File: config.mk
export PLATFORM = sky130hd
export DESIGN_NAME = bos_packet_router
export DESIGN_NICKNAME = d
export VERILOG_FILES = /design/src/rtl/bos_pkg.sv /design/src/rtl/bos_rr_arbiter.sv /design/src/rtl/bos_packet_router.sv
export SDC_FILE = /design/constraint.sdc
export NUM_CORES = 1
export LEC_CHECK = 0
export CAP_MARGIN = 20
export CORE_MARGIN = 2
export CORE_UTILIZATION = 44
export DETAILED_ROUTE_END_ITERATION = 8
export GPL_TIMING_DRIVEN = 0
export PLACE_DENSITY = 0.8
export SLEW_MARGIN = 20
export SYNTH_ARGS = -nofsm -noshare
export SYNTH_HDL_FRONTEND = slang
export SYNTH_SLANG_ARGS = --single-unit
File: constraint.sdc
create_clock -name clk -period 4.4 [get_ports clk]
set_input_delay 0.88 -clock clk [delete_from_list [all_inputs] [get_ports clk]]
set_output_delay 0.88 -clock clk [all_outputs]
set_load 0.01 [all_outputs]
File: src/rtl/bos_pkg.sv
// Shared definitions for the host-link packet router.
//   SYNC_BYTE    : packet start marker used in both directions
//   N_SLAVES_DEF : default number of addressable slaves
//   rx_state_t   : receive parser states
//   tx_state_t   : transmit framer states
//   idx_width()  : width of a slave index for a given slave count
package bos_pkg;

    localparam int         N_SLAVES_DEF = 10;
    localparam logic [7:0] SYNC_BYTE    = 8'h55;

    typedef enum logic [1:0] {
        R_IDLE,
        R_ADDR,
        R_LEN,
        R_DATA
    } rx_state_t;

    typedef enum logic [2:0] {
        T_IDLE,
        T_SYNC,
        T_ADDR,
        T_LEN,
        T_DATA
    } tx_state_t;

    function automatic int idx_width(input int n);
        return (n > 1) ? $clog2(n) : 1;
    endfunction

endpackage

File: src/rtl/bos_rr_arbiter.sv
// Round-robin arbiter for the transmit path.
// Picks the first requesting slave after rr_ptr, wrapping around.
//   req       in   N_SLAVES  per-slave request (have_msg)
//   rr_ptr    in   IDX_W     index of the most recently served slave
//   grant     out  N_SLAVES  one-hot grant (zero when no request)
//   grant_idx out  IDX_W     binary index of the granted slave
//   grant_vld out  1         at least one request present
module bos_rr_arbiter
    import bos_pkg::*;
#(
    parameter int N_SLAVES = N_SLAVES_DEF,
    parameter int IDX_W    = idx_width(N_SLAVES)
) (
    input  logic [N_SLAVES-1:0] req,
    input  logic [IDX_W-1:0]    rr_ptr,
    output logic [N_SLAVES-1:0] grant,
    output logic [IDX_W-1:0]    grant_idx,
    output logic                grant_vld
);

    logic [IDX_W-1:0] hi_idx;
    logic [IDX_W-1:0] lo_idx;
    logic             hi_found;

    // Lowest requester above the pointer wins; otherwise wrap to the
    // lowest requester overall. Scanning downward leaves the lowest hit.
    always_comb begin
        hi_idx   = '0;
        lo_idx   = '0;
        hi_found = 1'b0;
        for (int i = N_SLAVES - 1; i >= 0; i--) begin
            if (req[i]) begin
                lo_idx = IDX_W'(i);
            end
            if (req[i] && (i > int'(rr_ptr))) begin
                hi_idx   = IDX_W'(i);
                hi_found = 1'b1;
            end
        end
    end

    assign grant_idx = hi_found ? hi_idx : lo_idx;
    assign grant_vld = |req;

    always_comb begin
        grant = '0;
        for (int i = 0; i < N_SLAVES; i++) begin
            grant[i] = grant_vld && (grant_idx == IDX_W'(i));
        end
    end

endmodule

File: src/rtl/bos_packet_router.sv
// Host-link packet router.
// Rx: parses SYNC/ADDR/LEN/payload from the host and strobes each payload
//     byte to the addressed slave (master_data + one-hot valid_bus).
// Tx: round-robin selects a slave with a pending message and frames it as
//     SYNC/ADDR/LEN/payload back to the host, popping slave bytes via rdreq_bus.
// Ports:
//   clk, n_rst            clock, asynchronous active-low reset
//   rx_data, rx_valid     byte stream from host (1-cycle pulse per byte)
//   tx_data, tx_valid     byte stream to host, held until tx_ready
//   tx_ready              host accepts byte when tx_valid & tx_ready
//   master_data           payload byte to slaves
//   valid_bus             one-hot write strobe, bit = packet ADDR
//   rdreq_bus             one-hot pop strobe to slave show-ahead FIFOs
//   have_msg_bus          per-slave message pending
//   slave_data_bus        per-slave head byte, slave i at [8i+7:8i]
//   len_bus               per-slave message length, slave i at [8i+7:8i]
//   err_addr              1-cycle pulse when a received ADDR is out of range
module bos_packet_router
    import bos_pkg::*;
#(
    parameter int         N_SLAVES = N_SLAVES_DEF,
    parameter logic [7:0] SYNC     = SYNC_BYTE,
    parameter int         TIMEOUT  = 50000
) (
    input  logic                  clk,
    input  logic                  n_rst,
    input  logic [7:0]            rx_data,
    input  logic                  rx_valid,
    output logic [7:0]            tx_data,
    output logic                  tx_valid,
    input  logic                  tx_ready,
    output logic [7:0]            master_data,
    output logic [N_SLAVES-1:0]   valid_bus,
    output logic [N_SLAVES-1:0]   rdreq_bus,
    input  logic [N_SLAVES-1:0]   have_msg_bus,
    input  logic [8*N_SLAVES-1:0] slave_data_bus,
    input  logic [8*N_SLAVES-1:0] len_bus,
    output logic                  err_addr
);

    localparam int          IDX_W    = idx_width(N_SLAVES);
    localparam logic [15:0] TMO_LAST = 16'(TIMEOUT - 1);

    // ------------------------------------------------------------------
    // Rx parser state
    // ------------------------------------------------------------------
    rx_state_t             r_state;
    logic [7:0]            r_addr;
    logic                  r_addr_ok;
    logic [7:0]            r_cnt;
    logic [15:0]           r_tmo;
    logic [N_SLAVES-1:0]   addr_onehot;

    always_comb begin
        addr_onehot = '0;
        for (int i = 0; i < N_SLAVES; i++) begin
            addr_onehot[i] = (r_addr == 8'(i));
        end
    end

    always_ff @(posedge clk or negedge n_rst) begin
        if (!n_rst) begin
            r_state     <= R_IDLE;
            r_addr      <= '0;
            r_addr_ok   <= 1'b0;
            r_cnt       <= '0;
            r_tmo       <= '0;
            master_data <= '0;
            valid_bus   <= '0;
            err_addr    <= 1'b0;
        end else begin
            valid_bus <= '0;
            err_addr  <= 1'b0;
            if (rx_valid) begin
                r_tmo <= '0;
                case (r_state)
                    R_IDLE: begin
                        if (rx_data == SYNC) begin
                            r_state <= R_ADDR;
                        end
                    end
                    R_ADDR: begin
                        // Out-of-range packets are still parsed to stay in
                        // frame, but never produce write strobes.
                        r_addr    <= rx_data;
                        r_addr_ok <= ({1'b0, rx_data} < 9'(N_SLAVES));
                        err_addr  <= ({1'b0, rx_data} >= 9'(N_SLAVES));
                        r_state   <= R_LEN;
                    end
                    R_LEN: begin
                        r_cnt   <= rx_data;
                        r_state <= (rx_data == 8'd0) ? R_IDLE : R_DATA;
                    end
                    R_DATA: begin
                        master_data <= rx_data;
                        if (r_addr_ok) begin
                            valid_bus <= addr_onehot;
                        end
                        r_cnt <= r_cnt - 8'd1;
                        if (r_cnt == 8'd1) begin
                            r_state <= R_IDLE;
                        end
                    end
                    default: r_state <= R_IDLE;
                endcase
            end else if (r_state != R_IDLE) begin
                // Inter-byte gap too long: abandon the partial packet.
                if (r_tmo == TMO_LAST) begin
                    r_state <= R_IDLE;
                    r_tmo   <= '0;
                end else begin
                    r_tmo <= r_tmo + 16'd1;
                end
            end
        end
    end

    // ------------------------------------------------------------------
    // Tx framer
    // ------------------------------------------------------------------
    tx_state_t             t_state;
    logic [IDX_W-1:0]      t_idx;
    logic [N_SLAVES-1:0]   t_grant;
    logic [7:0]            t_len;
    logic [7:0]            tx_hdr;
    logic [IDX_W-1:0]      rr_ptr;
    logic [N_SLAVES-1:0]   arb_grant;
    logic [IDX_W-1:0]      arb_idx;
    logic                  arb_vld;
    logic                  tx_fire;
    logic [7:0]            len_arr   [N_SLAVES];
    logic [7:0]            sbyte_arr [N_SLAVES];

    always_comb begin
        for (int i = 0; i < N_SLAVES; i++) begin
            len_arr[i]   = len_bus[8*i +: 8];
            sbyte_arr[i] = slave_data_bus[8*i +: 8];
        end
    end

    bos_rr_arbiter #(
        .N_SLAVES (N_SLAVES),
        .IDX_W    (IDX_W)
    ) u_arb (
        .req       (have_msg_bus),
        .rr_ptr    (rr_ptr),
        .grant     (arb_grant),
        .grant_idx (arb_idx),
        .grant_vld (arb_vld)
    );

    assign tx_fire = tx_valid && tx_ready;

    // Payload bytes come straight from the slave's show-ahead head, so the
    // pop strobe must be combinational with the handshake.
    assign tx_data   = (t_state == T_DATA) ? sbyte_arr[t_idx] : tx_hdr;
    assign rdreq_bus = ((t_state == T_DATA) && tx_fire) ? t_grant : '0;

    always_ff @(posedge clk or negedge n_rst) begin
        if (!n_rst) begin
            t_state  <= T_IDLE;
            t_idx    <= '0;
            t_grant  <= '0;
            t_len    <= '0;
            tx_hdr   <= '0;
            tx_valid <= 1'b0;
            rr_ptr   <= IDX_W'(N_SLAVES - 1);
        end else begin
            case (t_state)
                T_IDLE: begin
                    if (arb_vld) begin
                        t_idx    <= arb_idx;
                        t_grant  <= arb_grant;
                        t_len    <= len_arr[arb_idx];
                        rr_ptr   <= arb_idx;
                        tx_hdr   <= SYNC;
                        tx_valid <= 1'b1;
                        t_state  <= T_SYNC;
                    end
                end
                T_SYNC: begin
                    if (tx_fire) begin
                        tx_hdr  <= 8'(t_idx);
                        t_state <= T_ADDR;
                    end
                end
                T_ADDR: begin
                    if (tx_fire) begin
                        tx_hdr  <= t_len;
                        t_state <= T_LEN;
                    end
                end
                T_LEN: begin
                    if (tx_fire) begin
                        if (t_len == 8'd0) begin
                            tx_valid <= 1'b0;
                            t_state  <= T_IDLE;
                        end else begin
                            t_state <= T_DATA;
                        end
                    end
                end
                T_DATA: begin
                    // Length latched at grant is authoritative; have_msg is
                    // not re-examined until the next idle cycle.
                    if (tx_fire) begin
                        t_len <= t_len - 8'd1;
                        if (t_len == 8'd1) begin
                            tx_valid <= 1'b0;
                            t_state  <= T_IDLE;
                        end
                    end
                end
                default: begin
                    tx_valid <= 1'b0;
                    t_state  <= T_IDLE;
                end
            endcase
        end
    end

endmodule

[Yosys cells after proc, flatten, opt, wreduce, memory -nomap -nowiden]
Cells that the tools add are included.
Word-level totals
  bits in latches: 0
  bits in writable memories: 0
  memories kept: 0
  flip-flop bits (word level): 92
  bits of input ports: 182
  output and inout bits: 38
  bits in read-only memories: 0
Operators by class
  multiplexer cells: 74
  bitwise logic cells: 3
  equal/unequal tests: 38
  divide/modulo/power cells: 0
  multipliers: 0
  $add $sub $neg: 3
  shift operators: 0
  order comparisons: 13
  reduce and logical (&&, ||, !) cells: 44
Operators by type and width (count)
  $mux W4: 20
  $mux W8: 10
  $bmux W8 S4: 2
  $mux W16: 3
  $mux W10: 4
  $eq A8 B3 Y1 const B: 4
  $pmux W8 S2: 2
  $eq A8 B1 Y1 const B: 3
  $logic_not A8 Y1: 3
  $pmux W8 S3: 1
  $logic_and A1 B1 Y1: 21
  $mux W3: 7
  $add A16 B1 Y16 const B: 1
  $eq A16 B16 Y1 const B: 1
  $eq A4 B3 Y1 const B: 4
  $eq A8 B2 Y1 const B: 2
  $eq A8 B4 Y1 const B: 2
  $gt A3 B4 Y1 const A: 4
  $mux W1: 16
  $sub A8 B1 Y8 const B: 2
  $pmux W3 S5: 1
  $mux W2: 6
  $reduce_and A6 Y1: 2
  $ge A5 B5 Y1 const B: 2
  31 further kinds: 52

[Longest topological paths before layout]
Gate-level depths: netlist (run 1).
  depth after elaboration: 18
  gate-level depth with buffers: 11

[Hierarchy]
A second synthesis (run 1) with hierarchy kept.
Second synthesis, totals
  cell total of the unflattened synthesis: 655
  area, all modules: 6419.9 um2
Modules (own cells, without submodules)
  bos_packet_router: times used 1, seq. area each 2254.7 um2, cells each 578, area each 5889.4 um2
  bos_rr_arbiter: times used 1, seq. area each 0.0 um2, cells each 77, area each 530.5 um2

[Worst setup path before layout (run 1)]
OpenSTA, ideal clock, no wires.
  path kind: input -> register
  start: in have_msg_bus[8]
  end: reg t_len[0]
  setup slack: 1527 ps
  data arrival time: 2741 ps
  buffers on the path: 1
  stages: 9
  setup time: 132 ps
  cell sequence: nand2b_1 > a221oi_1 > o31ai_1 > or4_1 > buf_2 > nand2_4 > mux2_2 > a221oi_1 > a21oi_1
Between the ends
  word-level cells in the longest chain between the ends: 16
  elaborated cells on any way between the ends: 36
RTL lines
  from (decl): line bos_packet_router.sv:35  | input logic [N_SLAVES-1:0] have_msg_bus,
  $mux W4 / $logic_and A1 B1 Y1 (equally long branches): line bos_rr_arbiter.sv:32, bos_rr_arbiter.sv:35
  $mux W4 (tied with other cells) (8 in series): line bos_rr_arbiter.sv:32  | if (req[i]) begin
  $mux W4: line bos_rr_arbiter.sv:42  | assign grant_idx = hi_found ? hi_idx : lo_idx;
  $not A4 Y5 (not written as such): line bos_packet_router.sv:174  | t_len <= len_arr[arb_idx];
  $bmux W8 S4: line bos_packet_router.sv:174
  $mux W8 (not written as such) (2 in series): line bos_packet_router.sv:174
  $mux W8: line bos_packet_router.sv:171  | if (arb_vld) begin
  $pmux W8 S2: line bos_packet_router.sv:169  | case (t_state)
  to (signal assigned): line bos_packet_router.sv:174
  to (signal assigned): line bos_packet_router.sv:207  | t_len <= t_len - 8'd1;
  to (decl): line bos_packet_router.sv:124  | logic [7:0] t_len;
Several ways; a longest one is shown, not always the timed one. The select of a mux whose other input is x is not followed.
A chain may end at the register's enable or synchronous reset.

[Worst setup path in the final report (run 1)]
  start: reg t_idx[0]
  end: out tx_data[4]
Between the ends
  word-level cells in the longest chain between the ends: 5
RTL lines
  from (decl): line bos_packet_router.sv:122  | logic [IDX_W-1:0] t_idx;
  from (signal assigned): line bos_packet_router.sv:172  | t_idx <= arb_idx;
  $not A4 Y5 (not written as such): line bos_packet_router.sv:156  | assign tx_data = (t_state == T_DATA) ? sbyte_arr[t_idx] : tx_hdr;
  $bmux W8 S4: line bos_packet_router.sv:156
  $mux W8 (not written as such) (2 in series): line bos_packet_router.sv:156
  $mux W8: line bos_packet_router.sv:156
  to (decl): line bos_packet_router.sv:29  | output logic [7:0] tx_data,
No other way between the ends. The select of a mux whose other input is x is not followed.

==> results of run 1 <==
## final cells by class
type	instances	area, µm²	share of cell area (%)
clock buffers	14	264	2.97
multi-input cells	525	3620	40.8
repair buffers	219	2210	24.9
inverters	14	52.6	0.592
plain buffers	38	189	2.13
clock inverters	2	60.1	0.677
flip-flops and latches	90	2250	25.4
well taps	180	225	2.54
## kinds of logic after synthesis
family,Yosys count,synth area share (%)
AO/OA/AOI/OAI,169,18.5
XOR/XNOR,13,1.86
multiplexers,77,17.0
AND/OR/NAND/NOR,260,20.6
adder cells (fa/ha/maj),6,1.23
buffers and inverters,52,3.95
flip-flops,90,36.8
## sequential cells by signal, indices dropped and copies added (netlist names)
| signal | count |
|---|---|
| r_tmo | 16 |
| t_grant | 10 |
| valid_bus | 10 |
| master_data | 8 |
| r_addr | 8 |
| r_cnt | 8 |
| t_len | 8 |
| tx_hdr | 8 |
| t_idx | 4 |
| t_state | 3 |
| r_state | 2 |
| rr_ptr | 2 |
| err_addr | 1 |
| r_addr_ok | 1 |
| tx_valid | 1 |
## per-stage QoR
| stage | cells | cell area (µm²) | setup TNS [ps] | hold WS (ps) |
|---|---|---|---|---|
| 2_1_floorplan | 667 | 6120 | 0 | 440 |
| 3_3_place_gp | 1065 | 8530 | -61760 | 460 |
| 3_5_place_dp | 1066 | 8550 | 0 | 462 |
| 4_1_cts | 1082 | 8880 | 0 | 482 |
| 5_1_grt | 1082 | 8880 | 0 | 497 |
| 6_report | 1082 | 8880 | 0 | 479 |
## power breakdown
group,internal [W],total [W],switching (W)
Clock,0.000530,0.000839,0.000309
Sequential,0.00111,0.00136,0.000252
Combinational,0.00138,0.00294,0.00156
## cell usage after synthesis, types with 4 or more instances
master,count,share of area [%]
a22o_1,11,1.6
inv_1,13,0.80
nor3_1,17,1.4
and3_1,16,1.6
o21ai_1,6,0.49
nand3_1,25,2.0
and2_1,5,0.51
a2bb2oi_1,5,0.72
mux2_2,37,6.8
xor2_1,7,1.0
buf_2,7,0.57
buf_6,5,0.92
or2_2,4,0.41
mux4_2,16,5.9
xnor2_1,6,0.86
nor2b_1,9,0.92
or3_1,5,0.51
nand2b_1,14,1.4
a21oi_1,30,2.5
ha_1,6,1.2
o31ai_1,8,0.98
nor4_1,9,0.92
o21ai_0,39,3.2
a31oi_1,23,2.4
mux2_1,5,0.92
a22oi_1,9,1.1
mux2i_1,16,2.6
dfrtp_1,88,36
clkbuf_1,25,1.5
nor2_1,74,4.5
nand2_1,63,3.9
a221oi_1,5,0.72
o22ai_1,5,0.51
## worst min-delay path, cell delays in order, from the launching register on
cell,delay (ps)
dfrtp_1,340
nand2_1,50
nand2_1,60
## metal layers
| layer | global-route usage (%) | vias up |
|---|---|---|
| met5 | 0 | - |
| met1 | 33.5 | 2962 |
| met4 | 6.32 | 0 |
| met3 | 5.24 | 23 |
| li1 | - | 2932 |
| met2 | 45.7 | 235 |
## layout by cell type (no fill, tap or decap), drive strengths merged, types with 4 or more instances in the layout
cell type / netlist / routed
mux2i: 16 / 16
nor4: 9 / 9
a21boi: 4 / 4
xor2: 7 / 7
or2: 4 / 4
buf: 13 / 15
a22o: 11 / 11
or3: 6 / 6
o22ai: 5 / 5
nor3: 17 / 17
a22oi: 9 / 9
ha: 6 / 6
clkdlybuf4s50: 0 / 217
mux2: 45 / 45
and3: 16 / 16
nand2b: 14 / 14
mux4: 16 / 16
a2bb2oi: 5 / 5
nor2: 75 / 75
nor2b: 9 / 9
nand3: 25 / 25
o21ai: 46 / 46
nand2: 64 / 64
clkbuf: 25 / 39
dfrtp: 88 / 88
a221oi: 5 / 5
and2: 5 / 5
o31ai: 9 / 9
inv: 14 / 14
xnor2: 6 / 6
a21oi: 31 / 31
a31oi: 24 / 24
## how the worst max path moves through the flow
stage / startpoint / end / cells after the start
5_1_grt: t_idx[0]$_DFFE_PN0P_ / tx_data[1] / 8
3_5_place_dp: tx_ready / rdreq_bus[7] / 6
4_1_cts: t_idx[0]$_DFFE_PN0P_ / tx_data[4] / 6
3_3_place_gp: n_rst / t_idx[0]$_DFFE_PN0P_ / 1
2_1_floorplan: have_msg_bus[8] / t_len[0]$_DFFE_PN0P_ / 9
6_report: t_idx[0]$_DFFE_PN0P_ / tx_data[4] / 6
==> results.yml, run 1 <==
clock_network:
  cts_inserted_buffers: 9
  clk_pin_slew_ps: 60
  post_cts_resized: 0
  post_cts_buffers: 0
  clock_sinks: 90
  cts_tree: "yes"
  holdBufCountCts: 0
  insertion_delay_ps: 340
  clk_path_buf_depth: 2
  h-tree-depth: 3
  root_buffer: "clkbuf_16"
pwr:
  p_per_area_nw_per_um2: 579
  total_power_w: 0.00514
  p_leak_nw: 3.58
  ir_worst_vdd_v: 0.000259
placed_design:
  place_hpwl_um: 15000
  dp_slack_ps: 572
  portBuffers: 218
  place_congestion: 0.878
worst_setup_path:
  cpMostUsedCell: "clkbuf_1"
  r2r-end: "t_len[2]$_DFFE_PN0P_"
  crit_type: "reg -> out"
  cp_top_family: "buffers and inverters"
  r2r_cells: 9
  rr_startpoint: "rr_ptr[3]$_DFFE_PN1P_"
  crit_chain: "clkbuf_1 -> clkbuf_1 -> mux4_2 -> a2bb2oi_1 -> a21oi_1 -> clkdlybuf4s50_1"
  crit_fanout: 10
  cp_num_buf_inv: 3
  crit_required_ps: 3520
  max_stage_delay_ps: 620
  critPathCaptureType: "primary output"
  worst_path_max_delay_cell: "mux4_2"
  critPathArrivalTime_ps: 3130
  rrSetupSlack_ps: 1370
  crit_path_start_kind: "register"
floorplanning:
  die_h_um: 122
  fp.coreArea_um2: 13700
  rows: 43
  io_pins: 220
  die_w_um: 122
  die-area_um2: 14900
  initial_core_util_pct: 44.6
final_layout:
  antennaDiodeCount: 0
  num-fill-cells: 1147
  nNetsFinal: 1085
  fin_util_pct: 64.7
  area_delta_synth_final_pct: 45.0
  drive_above_1_share_pct: 11.0
timing:
  period_minus_slack_ps: 4010
  fin_ws_ps: 394
  slew_headroom_pct: 38.2
  fin_crit_sh_pct: 91.0
  clock.fmax_ghz: 0.250
  setup_viol: 0
  hold_viol: 0
  rsz0062_at_grt: "no"
  max_slew.worst_pin.slew_ps: 921
  slew_viol_final: 0
  finalClockSkew_ps: 6.12
route:
  routed-wl-met3_um: 1510
  routedWlPerCell_um: 18.0
  top_layer: "met4"
  drc: 0
  wl_met2_um: 9710
  drt_iter0_markers: 350
  drtPass1Iterations: 6
  viasPerCell: 5.69
  detail-route-antenna-nets: 0
  routed_wl_um: 19500
  wl_met1_um: 8000
  routed-via-count: 6152
yosys:
  syn_nets: 855
  syn_area_um2: 6120
  syn_inst: 667
  synth.avg_cell_area_um2: 9.18
  ys_warn_count: 0
  ys_seq_area_share_pct: 36.8
  synth_edf_count: 0
  synth-main-ff-cell: "dfrtp_1"
  ys_types: 68
  ys_ff_latch: 90
  synthArstFlopShare_pct: 100
worst_hold_path:
  worstHoldPathCells: 2
  worstHoldStart: "master_data[7]$_DFFE_PN0P_"
  hold_class: "reg -> reg"
  holdPathEnd: "master_data[7]$_DFFE_PN0P_"
global_route:
  grt_pass1_vias: 6026
  grt_start_max_net_pins: 51
  grtUsageTotal_pct: 26.2
  antenna_found_initial: 0
  grt_pass1_wl_um: 30800
  grt-ovfl-total: 0
run_status:
  outcome: "completed"
job:
  cap_violations: 0
No activity file was read; power rests on OpenSTA's default activity.
==> inputs of run 2 (changes only) <==
Settings changed: PLACE_DENSITY 0.8 to 0.87.
==> run 2 against run 1 <==
First-iteration DRC count grew 21%. Die area unchanged. Via count rose by 0.81%. Flip-flop and latch count unchanged. Core utilization is 0.22 points lower. Clock power is 9.1% lower. Fmax increased by 1.2%. Combinational power is essentially flat. Critical path depth increased by 2. Power is 1.6% lower. Cell count did not move.
==> results.yml, run 2 (synthesis gave the netlist of run 1 again) <==
run_status:
  outcome: "completed"
pwr:
  clkPwrFrac_pct: 15.1
  internal-power_w: 0.00293
  p_leak_nw: 3.57
  ir_worst_vdd_v: 0.000259
  p_seq_share_pct: 26.7
  p_switching_w: 0.00212
  p_comb_share_pct: 58.2
  p_per_area_nw_per_um2: 571
  total_power_w: 0.00505
  sw_frac_of_total_pct: 42.1
worst_setup_path:
  critPathCaptureType: "primary output"
  cpMostUsedCell: "a21oi_1"
  crit_type: "reg -> out"
  max_stage_delay_ps: 550
  critPathArrivalTime_ps: 3080
  crit_chain: "clkbuf_1 -> buf_2 -> mux4_2 -> nand2_1 -> a21oi_1 -> a31oi_1 -> a21oi_1 -> clkdlybuf4s50_1"
  crit_required_ps: 3520
  crit_fanout: 10
  crit_path_start_kind: "register"
  worst_path_max_delay_cell: "mux4_2"
floorplanning:
  fp.coreArea_um2: 13700
  die-area_um2: 14900
  io_pins: 220
  die_w_um: 122
  rows: 43
  initial_core_util_pct: 44.6
  die_h_um: 122
final_layout:
  reg_top3: "r_tmo x16, t_grant x10, valid_bus x10"
  layout_commonest_cell: "clkdlybuf4s50_1"
  largest_reg_flops: 16
  num-fill-cells: 1114
  final_cell_mix: "clkdlybuf4s50_1, dfrtp_1, nor2_1"
  antennaDiodeCount: 0
  area_delta_synth_final_pct: 44.5
  top_register: "r_tmo"
  nNetsFinal: 1085
  instances_no_fill: 1082
  drive_above_1_share_pct: 11.2
  design_area_um2: 8850
placed_design:
  place_hpwl_um: 14800
  portBuffers: 218
  dp_slack_ps: 496
  placed_area_um2: 8550
  place_congestion: 0.876
  dp_cells: 1066
route:
  drtPass1Iterations: 5
  viasPerCell: 5.73
  routed_wl_um: 18900
  drc: 0
  drt_iter0_markers: 422
  detail-route-antenna-nets: 0
  routed-via-count: 6202
  routedWlPerCell_um: 17.5
global_route:
  grt-ovfl-total: 0
  antenna_found_initial: 0
  grtUsageTotal_pct: 25.2
  grt_start_max_net_pins: 58
  grt_pass1_vias: 6165
  grt_pass1_wl_um: 29700
timing:
  fin_crit_sh_pct: 89.9
  max_slew.worst_pin.slew_ps: 787
  setup_viol: 0
  fin_ws_ps: 442
  clock.fmax_ghz: 0.253
  period_minus_slack_ps: 3960
  slew_headroom_pct: 47.1
  hold_viol: 0
  slew_viol_final: 0
  finalClockSkew_ps: 8.35
  rsz0062_at_grt: "no"
  setup_tns_ps: 0
clock_network:
  insertion_delay_ps: 340
  post_cts_resized: 0
  clk_pin_slew_ps: 60
  h-tree-depth: 3
  post_cts_buffers: 0
  cts_inserted_buffers: 9
  root_buffer: "clkbuf_16"
  clk_path_buf_depth: 2
  clock_sinks: 90
  cts_tree: "yes"
  holdBufCountCts: 0
worst_hold_path:
  hold_class: "in -> async"
job:
  cap_violations: 0
-- run 2: changes by cell type in the layout (fill, tap and decap cells not counted) --
cell	delta
clkbuf_8	-2
inv_6	+2
bufinv_16	-1
clkbuf_1	-2
clkinv_2	+2
clkinvlp_4	+1
-- run 2: layer usage --
layer / global-route usage, % / vias to the layer above / share of wire [%]
met5: 0 / - / 0
met4: 8.33 / 0 / 2.2
met3: 5.99 / 40 / 9.3
met2: 44.1 / 292 / 49
met1: 30.5 / 2938 / 40
li1: - / 2932 / -
-- run 2: per-stage QoR --
step           utilization [%]  hold slack [ps]
4_1_cts                   64.5              479
2_1_floorplan                -              440
6_report                  64.5              476
3_5_place_dp              62.3              463
5_1_grt                   64.5              514
3_3_place_gp              62.2              453
-- run 2: power by group through the flow --
stage          Combinational (W)  Sequential, W  Clock (W)
6_report                 0.00294        0.00135   0.000763
5_1_grt                  0.00319        0.00138   0.000817
4_1_cts                  0.00292        0.00134   0.000777
3_5_place_dp             0.00290        0.00135          0
3_3_place_gp             0.00284        0.00135          0
2_1_floorplan            0.00205        0.00130          0
-- run 2: worst paths after layout --
path,from,to,slack [ps],depth (start not counted)
hold reg to reg,master_data[2]$_DFFE_PN0P_,master_data[2]$_DFFE_PN0P_,480,2
setup reg to reg,rr_ptr[3]$_DFFE_PN1P_,t_len[0]$_DFFE_PN0P_,1430,9
setup / recovery,t_idx[0]$_DFFE_PN0P_,tx_data[0],440,8
min in group clk,master_data[2]$_DFFE_PN0P_,master_data[2]$_DFFE_PN0P_,480,2
max in group asynchronous,n_rst,rr_ptr[3]$_DFFE_PN1P_,3230,2
hold / removal,n_rst,r_addr[4]$_DFFE_PN0P_,480,1
-- run 2: layout make-up --
| class | count | area, µm² | area share, % |
|---|---|---|---|
| Clock buffer | 10 | 229 | 2.59 |
| Clock inverter | 6 | 65.1 | 0.735 |
| Multi-Input combinational cell | 525 | 3620 | 41.0 |
| Sequential cell | 90 | 2250 | 25.5 |
| Buffer | 38 | 189 | 2.14 |
| Timing Repair Buffer | 219 | 2210 | 24.9 |
| Tap cell | 180 | 225 | 2.55 |
| Inverter | 14 | 52.6 | 0.594 |
-- run 2: worst max-delay path: cells and delay by family (launching register included) --
kind                   cells  cell delay (ps)
DFF                        1              320
muxes                      1              550
AOI/OAI and AO/OA          3              400
and+or+nand+nor            1               80
buffers and inverters      3             1400
==> inputs of run 3 (changes only) <==
Settings changed: CORE_MARGIN 2 to default.
==> run 3 against run 2 <==
Setup slack worse by 66 ps. Largest power group unchanged. Power up 2.0%. Die area decreased by 3.3%. Critical endpoint unchanged. Cell count shrank 0.37%. Fmax down 1.6%. Final area grew 0.48%. Critical path type unchanged.
==> results.yml, run 3 (synthesis gave the netlist of run 1 again) <==
global_route:
  antenna_found_initial: 0
  grt_pass1_vias: 6178
  grt_pass1_wl_um: 30400
  grt.busiest_layer: "met2"
  grtUsageTotal_pct: 26.6
  use_met1_pct: 31.8
  met3_usage_pct: 5.23
  grt.met2_usage_pct: 48.0
  grt_start_max_net_pins: 61
  grt-ovfl-total: 0
floorplanning:
  fp.coreArea_um2: 13400
  io_pins: 220
  die-area_um2: 14400
  initial_core_util_pct: 45.7
  rows: 42
  die_h_um: 120
  die_w_um: 120
worst_setup_path:
  r2r_cells: 9
  startpoint: "t_idx[0]$_DFFE_PN0P_"
  worst_path_max_delay_cell: "mux4_2"
  crit_chain: "clkbuf_1 -> buf_2 -> mux4_2 -> nand2_1 -> a21oi_1 -> a31oi_1 -> a21oi_1 -> clkdlybuf4s50_1"
  crit_required_ps: 3520
  critical_path.endpoint: "tx_data[0]"
  r2r-end: "t_len[5]$_DFFE_PN0P_"
  cpMostUsedCell: "a21oi_1"
  rrSetupSlack_ps: 1400
  crit_fanout: 10
  critPathArrivalTime_ps: 3140
  max_stage_delay_ps: 560
  crit_type: "reg -> out"
  rr_startpoint: "rr_ptr[3]$_DFFE_PN1P_"
  crit_path_start_kind: "register"
  critPathCaptureType: "primary output"
route:
  routed-via-count: 6231
  detail-route-antenna-nets: 0
  viasPerCell: 5.78
  drt_iter0_markers: 444
  routed_wl_um: 19100
  drtPass1Iterations: 7
  routedWlPerCell_um: 17.8
  drc: 0
timing:
  max_slew.worst_pin.slew_ps: 809
  setup_tns_ps: 0
  clock.fmax_ghz: 0.249
  period_minus_slack_ps: 4020
  setup_viol: 0
  fin_crit_sh_pct: 91.5
  finalClockSkew_ps: 4.84
  slew_viol_final: 0
  rsz0062_at_grt: "no"
  slew_headroom_pct: 45.6
  hold_viol: 0
pwr:
  ir_worst_vdd_v: 0.000313
  p_per_area_nw_per_um2: 580
  p_leak_nw: 3.59
final_layout:
  final_cell_mix: "clkdlybuf4s50_1, dfrtp_1, nor2_1"
  reg_top3: "r_tmo x16, t_grant x10, valid_bus x10"
  nNetsFinal: 1085
  antennaDiodeCount: 0
  area_delta_synth_final_pct: 45.2
  top_register: "r_tmo"
  layout_commonest_cell: "clkdlybuf4s50_1"
  largest_reg_flops: 16
  drive_above_1_share_pct: 11.3
  instances_no_fill: 1078
clock_network:
  root_buffer: "clkbuf_16"
  clk_pin_slew_ps: 60
  cts_tree: "yes"
  holdBufCountCts: 0
  post_cts_buffers: 0
  clk_path_buf_depth: 2
  cts_inserted_buffers: 9
  post_cts_resized: 0
  clock_sinks: 90
  h-tree-depth: 3
  insertion_delay_ps: 340
placed_design:
  portBuffers: 218
  place_hpwl_um: 14800
  dp_cells: 1062
  place_congestion: 0.917
job:
  cap_violations: 0
worst_hold_path:
  hold_class: "in -> async"
run_status:
  outcome: "completed"
[run 3: cell types whose count changed in the layout (fill, tap and decap cells not counted), sizes merged]
| cell | previous run | this run |
|---|---|---|
| clkbuf | 35 | 34 |
| inv | 16 | 15 |
| bufinv | 1 | 3 |
[run 3: final cells by class]
cell class,instances,area [µm²]
buffer,38,189
fill,1068,4510
sequential,90,2250
tap,176,220
timing repair buffer,219,2210
clock inverter,7,116
inverter,14,52.6
multi-input combinational,525,3620
clock buffer,9,225
[run 3: through the flow]
stage          hold slack, ps  instance area, µm²  utilization [%]  power [W]  setup WS (ps)
6_report                  465                8890             66.3    0.00515            376
5_1_grt                   496                8890             66.3    0.00549            191
4_1_cts                   478                8890             66.3    0.00514            348
3_5_place_dp              465                8550             63.8    0.00425            601
3_3_place_gp              455                8520             63.6    0.00418           -707
2_1_floorplan             440                6120                -    0.00335           1530
[run 3: worst min-delay path by stage]
stage                                from                    endpoint
6_report                            n_rst       r_addr[7]$_DFFE_PN0P_
5_1_grt                             n_rst       r_addr[7]$_DFFE_PN0P_
4_1_cts                             n_rst       r_addr[7]$_DFFE_PN0P_
3_5_place_dp   master_data[5]$_DFFE_PN0P_  master_data[5]$_DFFE_PN0P_
3_3_place_gp       t_grant[8]$_DFFE_PN0P_      t_grant[8]$_DFFE_PN0P_
2_1_floorplan      t_grant[8]$_DFFE_PN0P_      t_grant[8]$_DFFE_PN0P_
[run 3: layer usage]
layer  vias to the layer above  wire length (µm)
met3                        24              1540
met1                      3005              7510
li1                       2923                 -
met2                       279              9830
met4                         0               275
met5                         -                 0
[run 3: report_power, final]
part / internal, W / switching, W / leakage [nW] / total (W)
clock: 0.000555 / 0.000323 / 0.166 / 0.000878
sequential: 0.00111 / 0.000248 / 1.15 / 0.00135
combinational: 0.00138 / 0.00154 / 2.28 / 0.00292
[run 3: critical path: cells and delay by family (launching register included)]
kind	cells	cell delay [ps]
compound gates	3	410
buf+inv	3	1410
flops	1	330
mux	1	560
simple gates	1	90
